==> src/rtl/digit_bus_pkg.sv <==
// Shared definitions for the time-multiplexed digit bus: field widths and the
// packed {sel,nibble} word that travels on it.
package digit_bus_pkg;

    localparam int SEL_W      = 3;
    localparam int NIB_W      = 4;
    localparam int WORD_W     = SEL_W + NIB_W;
    localparam int MAX_DIGITS = 8;

    typedef struct packed {
        logic [SEL_W-1:0] sel;
        logic [NIB_W-1:0] nib;
    } bus_word_t;

    // True when a bus position addresses one of the assembled digits.
    function automatic logic sel_in_range(input logic [SEL_W-1:0] s, input int digits);
        logic [SEL_W:0] limit;
        limit = (SEL_W+1)'(digits);
        return ({1'b0, s} < limit);
    endfunction

endpackage

==> src/rtl/mux_stable_det.sv <==
// Bus stability detector: samples the {sel,nibble} word every clock and strobes
// accept exactly once when the same word has been seen on SETTLE+1 edges in a row.
module mux_stable_det
    import digit_bus_pkg::*;
#(
    parameter int SETTLE = 4
) (
    input  logic              clk,
    input  logic              rst,
    input  logic [WORD_W-1:0] word_i,
    output logic              accept_o,
    output logic [WORD_W-1:0] word_o
);

    localparam logic [7:0] SETTLE_C = 8'(SETTLE);

    logic [WORD_W-1:0] s_q;
    logic [WORD_W-1:0] s_d;
    logic [7:0]        cnt_q;
    logic [7:0]        cnt_d;
    logic              same;

    assign same = (word_i == s_q);

    // Counter saturates at SETTLE so a bus held forever accepts only once.
    always_comb begin
        s_d   = word_i;
        cnt_d = cnt_q;
        if (!same) begin
            cnt_d = 8'd0;
        end else if (cnt_q < SETTLE_C) begin
            cnt_d = cnt_q + 8'd1;
        end
    end

    always_ff @(posedge clk or posedge rst) begin
        if (rst) begin
            s_q   <= '0;
            cnt_q <= 8'd0;
        end else begin
            s_q   <= s_d;
            cnt_q <= cnt_d;
        end
    end

    assign accept_o = same && (cnt_q == (SETTLE_C - 8'd1));
    assign word_o   = word_i;

endmodule

==> src/rtl/mux_digit_receiver.sv <==
// Receiving end of the multiplexed digit bus: assembles settled digits into a
// multi-digit value and announces a frame once every position has been refreshed.
module mux_digit_receiver
    import digit_bus_pkg::*;
#(
    parameter int DIGITS = 2,
    parameter int SETTLE = 4
) (
    input  logic                  clk,
    input  logic                  rst,
    input  logic [3:0]            din,
    input  logic [2:0]            sel,
    output logic [4*DIGITS-1:0]   live,
    output logic [4*DIGITS-1:0]   value,
    output logic                  frame_valid,
    output logic                  dup_err
);

    logic              accept;
    logic [WORD_W-1:0] acc_raw;
    bus_word_t         acc_word;
    logic              acc_valid;

    logic [4*DIGITS-1:0] live_q;
    logic [4*DIGITS-1:0] live_d;
    logic [4*DIGITS-1:0] value_q;
    logic [4*DIGITS-1:0] value_d;
    logic [DIGITS-1:0]   seen_q;
    logic [DIGITS-1:0]   seen_d;
    logic [DIGITS-1:0]   hit;
    logic [DIGITS-1:0]   merged;
    logic                frame_valid_q;
    logic                frame_valid_d;
    logic                dup_err_q;
    logic                dup_err_d;
    logic [NIB_W-1:0]    cur_nib;

    mux_stable_det #(
        .SETTLE (SETTLE)
    ) u_stable_det (
        .clk      (clk),
        .rst      (rst),
        .word_i   ({sel, din}),
        .accept_o (accept),
        .word_o   (acc_raw)
    );

    assign acc_word  = bus_word_t'(acc_raw);
    assign acc_valid = accept && sel_in_range(acc_word.sel, DIGITS);

    // One decoded write strobe and next-value slice per digit position.
    for (genvar gi = 0; gi < DIGITS; gi++) begin : g_pos
        assign hit[gi] = acc_valid && (acc_word.sel == SEL_W'(gi));
        assign live_d[4*gi +: 4] = hit[gi] ? acc_word.nib : live_q[4*gi +: 4];
    end

    always_comb begin
        cur_nib = '0;
        for (int k = 0; k < DIGITS; k++) begin
            if (acc_word.sel == SEL_W'(k)) begin
                cur_nib = live_q[4*k +: 4];
            end
        end
    end

    assign merged = seen_q | hit;

    // Frame state lives in seen: any bit set means collecting, all-clear means empty.
    always_comb begin
        seen_d        = seen_q;
        value_d       = value_q;
        frame_valid_d = 1'b0;
        dup_err_d     = 1'b0;
        if (acc_valid) begin
            if (((seen_q & hit) != '0) && (cur_nib != acc_word.nib)) begin
                dup_err_d = 1'b1;
            end
            if (&merged) begin
                value_d       = live_d;
                frame_valid_d = 1'b1;
                seen_d        = '0;
            end else begin
                seen_d = merged;
            end
        end
    end

    always_ff @(posedge clk or posedge rst) begin
        if (rst) begin
            live_q        <= '0;
            value_q       <= '0;
            seen_q        <= '0;
            frame_valid_q <= 1'b0;
            dup_err_q     <= 1'b0;
        end else begin
            live_q        <= live_d;
            value_q       <= value_d;
            seen_q        <= seen_d;
            frame_valid_q <= frame_valid_d;
            dup_err_q     <= dup_err_d;
        end
    end

    assign live        = live_q;
    assign value       = value_q;
    assign frame_valid = frame_valid_q;
    assign dup_err     = dup_err_q;

endmodule

==> config.mk <==
export PLATFORM = sky130hd
export DESIGN_NAME = mux_digit_receiver
export DESIGN_NICKNAME = d
export VERILOG_FILES = /design/src/rtl/digit_bus_pkg.sv /design/src/rtl/mux_stable_det.sv /design/src/rtl/mux_digit_receiver.sv
export SDC_FILE = /design/constraint.sdc
export NUM_CORES = 1
export LEC_CHECK = 0
export BUFFER_PORTS_ARGS = -buffer_cell sky130_fd_sc_hd__buf_4
export CAP_MARGIN = 20
export CORE_MARGIN = 2
export CORE_UTILIZATION = 54
export DETAILED_ROUTE_END_ITERATION = 7
export PLACE_DENSITY = 0.83
export SLEW_MARGIN = 0
export SYNTH_ARGS = -nofsm -noshare
export SYNTH_HDL_FRONTEND = slang
export SYNTH_SLANG_ARGS = --single-unit
==> constraint.sdc <==
create_clock -name clk -period 2.3 [get_ports clk]
set_clock_uncertainty 0.2 [all_clocks]
set_input_delay 0.115 -clock clk [delete_from_list [all_inputs] [get_ports clk]]
set_output_delay 0.115 -clock clk [all_outputs]
set_load 0.01 [all_outputs]
Word level (Yosys, flattened, before mapping):

Index checks and enable logic that the tools add are counted.

* bits in registers: 35
* input bits: 9
* output and inout bits: 18
* word-level logic and storage cells: 37

* $add $sub $neg: 1
* order comparisons: 2
* equal/unequal tests: 5
* mux-type cells: 11
* bitwise gates (word level): 2
* reductions and logical operators: 9

Operator list (number)
* $mux W4: 4
* $mux W8: 2
* $add A8 B1 Y8 const B: 1
* $eq A8 B2 Y1 const B: 1
* $lt A8 B3 Y1 const B: 1
* $eq A7 B7 Y1: 1
* $logic_and A1 B1 Y1: 5
* $mux W1: 4
* $ne A4 B4 Y1: 1
* $eq A3 B1 Y1 const B: 1
* $logic_not A3 Y1: 1
* $lt A3 B2 Y1 const B: 1
* $reduce_and A3 Y1: 1
* $and A2 B2 Y2: 1
* $mux W2: 1
* $ne A2 B2 Y1 const B: 1
* $or A2 B2 Y2: 1
* $reduce_and A2 Y1: 1
* $reduce_bool A2 Y1: 1

Logic depth before layout (Yosys ltp):

* depth after elaboration: 9
* mapped depth: 5
* depth with buffers taken out: 4

Cells and area by module:

From an unflattened synthesis, not the netlist that was laid out.

* cell total of the unflattened synthesis: 121
* area total of the unflattened synthesis: 1656.6 µm²

Modules (own cells, without submodules)
* mux_digit_receiver: times used 1, cells an instance 64, area an instance 996.0 µm², sequential area each 500.5 µm²
* mux_stable_det: times used 1, cells an instance 57, area an instance 660.6 µm², sequential area each 375.4 µm²

Worst setup path before layout:

Ideal clock, no wire load.

* path kind: reg2reg
* from: reg u_stable_det.cnt_q[4]
* to: reg value_q[0] (netlist: value[0])
* library setup time: 0.125 ns
* arrival time: 1.741 ns
* data required time: 1.975 ns
* slack: 0.235 ns
* cell stages (with the launch flop): 5
* buffers on the path: 0
* period minus slack after synthesis: 2.065 ns
* path through: dfrtp_1 > nor4_1 > nand3_1 > nor4b_4 > mux2_2

* word-level cells in the longest chain between the ends: 6
* elaborated cells between the ends (all ways): 8
* those cells by class: eq/ne: 1; mux: 1; bitwise: 1; reduce/logical: 5

RTL lines
* start: declaration: line mux_stable_det.sv:19 `logic [7:0] cnt_q;`
* start signal: assignment: line mux_stable_det.sv:42 `cnt_q <= cnt_d;`
* $eq A8 B2 Y1 (*): line mux_stable_det.sv:46 `assign accept_o = same && (cnt_q == (SETTLE_C - 8'd1));`
* $logic_and A1 B1 Y1 (*): line mux_stable_det.sv:46
* $logic_and A1 B1 Y1 (*): line mux_digit_receiver.sv:49 `assign acc_valid = accept && sel_in_range(acc_word.sel, DIGITS);`
* $logic_and A1 B1 Y1: line mux_digit_receiver.sv:53 `assign hit[gi] = acc_valid && (acc_word.sel == SEL_W'(gi));`
* $or A2 B2 Y2: line mux_digit_receiver.sv:66 `assign merged = seen_q | hit;`
* $reduce_and A3 Y1 (no source line)
* end signal: assignment: line mux_digit_receiver.sv:97 `value_q <= value_d;`
* end: declaration: line mux_digit_receiver.sv:26 `logic [4*DIGITS-1:0] value_q;`

Mark *: on every way between the ends. The rest lies on a longest branch, timed or not.
A chain may end at the register's enable or synchronous reset.

Worst setup path in the final report:

* from: in din[3]
* to: reg value_q[1] (netlist: value[1])

* word-level cells in the longest chain between the ends: 6
* elaborated cells between the ends (all ways): 8
* those cells by class: eq/ne: 1; mux: 1; bitwise: 1; reduce/logical: 5

RTL lines
* start: declaration: line mux_digit_receiver.sv:11 `input logic [3:0] din,`
* $eq A7 B7 Y1 (*): line mux_stable_det.sv:23 `assign same = (word_i == s_q);`
* $logic_and A1 B1 Y1 (*): line mux_stable_det.sv:46
* $logic_and A1 B1 Y1 (*): line mux_digit_receiver.sv:49
* $logic_and A1 B1 Y1: line mux_digit_receiver.sv:53
* $or A2 B2 Y2: line mux_digit_receiver.sv:66
* $reduce_and A3 Y1 (no source line)

Marks and branches as above.

==> impl_results.md <==
* Sequential fraction of design power at 0.529
* Synth area leader: dfrtp_1
* Vias in the first global route at about 1100
* Final setup TNS at 0 ps
* Mapped Area at between 1500 and 2000 sq um
* R2R cell count at 5
* Gr ovfl total at 0
* Max-cap viol count at 0
* Initial DRC count at 28
* IO Pins at 27
* Hold Fails Final Rpt at 0
* Flops & latches, synth at 35
* Sequential share of the synthesized area at 0.547
* Internal power contribution at slightly above 0.0009 W
* DIE AREA at about 3400 sq um
* Initial antenna violation count at 0
* Actual slew at the worst max-slew pin at about 430 ps
* Comb pwr share at 0.079
* CP dominant cell by count: buf_4
* Placed cell areas at between 1500 and 2000 sq um
* Post-synth ARST share at 1.00
* Post-Synthesis Cells at 122
* Finish-stage setup viols at 0
* RSZ-0062 raised after global routing: false
* Mean Syn Cell Area at roughly 13 sq um
* Fillcell total at approximately 190
* Result of the run: finished, final reports clean
* Worst path required time at 2330 ps
* Fmax at approximately 0.45 GHz
* Non-Filler Instances at a little under 200
* Commonest cells in the synthesized netlist: dfrtp_1 (35), mux2_2 (27), nor2_1 (8), xnor2_1 (7), mux2i_1 (6)
* Worst-skew pair later-pin latency at roughly 340 ps
* Crit-path cells: dlygate4sd3_1 -> buf_4 -> xnor2_1 -> nand3_1 -> nor4b_4 -> buf_4 -> mux2_2
* Power per cell area at 575 nW/um^2
* First-pass GRT wire length at roughly 5.3 mm
* Lkg Pwr at 1.03 nW
* Diodes inserted at 0
* Arr. time, crit path at roughly 2200 ps
* Switch share at 0.219
* Worst IR drop on VDD at between 0.5 and 0.6 mV
* Max H-tree Level at 2
* Core Box Area at around 2800 sq um
* Tcrit/Tclk final at 0.958
* Distinct cells, synth at 24
* Drt drc at 0
* Crit-path leading delay family: buffers and inverters
* Slack of the critical path at 96.8 ps
* DR vias/cell at approximately 5.6
* Share of cells above drive strength 1 at 0.446
* Area delta synth->final at 28.0%
* Post-DP HPWL at between 2 and 2.5 mm
* Reg-to-Reg End: live[4]
* Register cell area after layout at 876 sq um
* Detail Route Antenna Nets at 0
* Prevailing post-synth register cell: dfrtp_1
* Die height at slightly below 60 um
* Worst R2R Setup Slack at ~150 ps
* Critical path's slowest cell: dlygate4sd3_1
* Detailed-route via count at 1094
* Tot GR Track Use at 0.218
* Reg2reg start: u_stable_det.cnt_q[4]
* Clock transition at path regs at roughly 100 ps
* Largest net degree at the start of global routing at 36
* Clk buf depth at 2
* Final Net Count at 175
* Initial DRT Pass Iterations at 4
* WS Path Type: input port to register
* Clk sinks at 35
* Initial cell density of the core at 0.576
* I/O Buffers at 26
* WL/cell at about 16 um
* Crit Path Max Fanout at 8
* Footprint of the multi-input gates at about 720 sq um
* Syn nets at about 130
* Cell area after layout at ~2000 sq um
* Most frequent cell after synthesis: dfrtp_1
* Die width at 58.5 um
* Rel. slew slack at 0.713
* TritonCTS Buffers at 5
* EDFF count, synth at 0
* GPL Wtd Cong at 0.762
* WP buf/inv at 3
* Crit path capture type: register
* Total Wirelength at about 3.2 mm
* # rows at 19
* Yosys warnings at 0
* CTS tree: done
* Synth area leaders: dfrtp_1 (55%), mux2_2 (19%), xnor2_1 (3.8%)
* Dpl cells at 180
* Hold WC Path Type: input port to async pin
* Tmin final at between 2000 and 2500 ps
* Area share of the largest cell type after synthesis at 0.547
* Pre-CTS WS at around 56 ps
* Final slew viol count at 0
* Root buffer selected by CTS: clkbuf_4
* Startpoint Class: input port
* Biggest cell delay along the critical path at 540 ps
* Clk pwr share at 0.392
* P_sw at around 0.00026 W
## state kept, by name, indices dropped and copies added (netlist names)
signal              flops
dup_err                 1
seen_q                  2
live                    8
u_stable_det.s_q        7
u_stable_det.cnt_q      8
value                   8
frame_valid             1
## worst min-delay path: stages
cell and delay, ps:
dlygate4sd3_1 550, buf_4 140, inv_1 40, buf_4 370
## through the flow
step	power, W	hold slack [ps]	util
2_1_floorplan	0.000687	-53.6	-
3_3_place_gp	0.000713	35.1	0.664
3_5_place_dp	0.000716	42.6	0.664
4_1_cts	0.00119	218	0.724
5_1_grt	0.00123	254	0.737
6_report	0.00118	247	0.737
## repair_timing
item | in CTS | in global routing
hold endpoints to repair | 56 | 0
gates resized for setup | 0 | 4
buffers inserted | 0 | 1
hold buffers | 8 | 0
setup endpoints to repair | 0 | 18
## kinds of logic after synthesis
group,after synthesis,share of synthesized area
DFF,35,0.547
xor gates and xnor gates,8,0.0438
adders and majority gates,1,0.00781
and+or+nand+nor,33,0.134
AOI/OAI and AO/OA,6,0.0219
muxes,33,0.227
buffers and inverters,6,0.0188
## cell usage in the layout, fill, tap and decap left out, types with 4 or more instances in the layout
| cell type | n |
|---|---|
| dfrtp_1 | 35 |
| buf_4 | 31 |
| mux2_2 | 27 |
| nor2_1 | 8 |
| dlygate4sd3_1 | 8 |
| xnor2_1 | 7 |
| mux2i_1 | 6 |
| and2_1 | 5 |
| clkbuf_4 | 5 |
| o21ai_0 | 4 |
| or3_1 | 4 |
## final cells by class
class,count,share of cell area
multi-input cells,81,0.353
well taps,31,0.0189
clock buffers,6,0.0250
flip-flops and latches,35,0.427
repair buffers,39,0.153
inverters,3,0.00549
clock inverters,2,0.0171
## layer usage
| metal | up-vias | GRT usage | share of wire |
|---|---|---|---|
| met4 | 0 | 0.0797 | 0.016 |
| met5 | - | 0 | 0 |
| li1 | 518 | - | - |
| met3 | 6 | 0.0725 | 0.040 |
| met2 | 22 | 0.339 | 0.51 |
| met1 | 548 | 0.285 | 0.44 |
## power groups by stage
stage / Clock (W) / Sequential, W / Combinational (W)
after CTS: 0.000473 / 0.000624 / 0.0000906
after global routing: 0.000498 / 0.000625 / 0.000103
after detailed placement: 0 / 0.000636 / 0.0000794
after global placement: 0 / 0.000636 / 0.0000768
after floorplan: 0 / 0.000636 / 0.0000514
final: 0.000462 / 0.000624 / 0.0000928
## worst max path at each step
stage | startpoint | endpoint | cells past startpoint
after floorplan | u_stable_det.cnt_q[4] | value[0] | 4
after global routing | sel[1] | live[0] | 7
final | din[3] | value[1] | 7
after CTS | u_stable_det.cnt_q[4] | live[4] | 4
after global placement | u_stable_det.cnt_q[4] | value[4] | 5
after detailed placement | u_stable_det.cnt_q[4] | live[4] | 4
(Power assumes the default switching activity.)
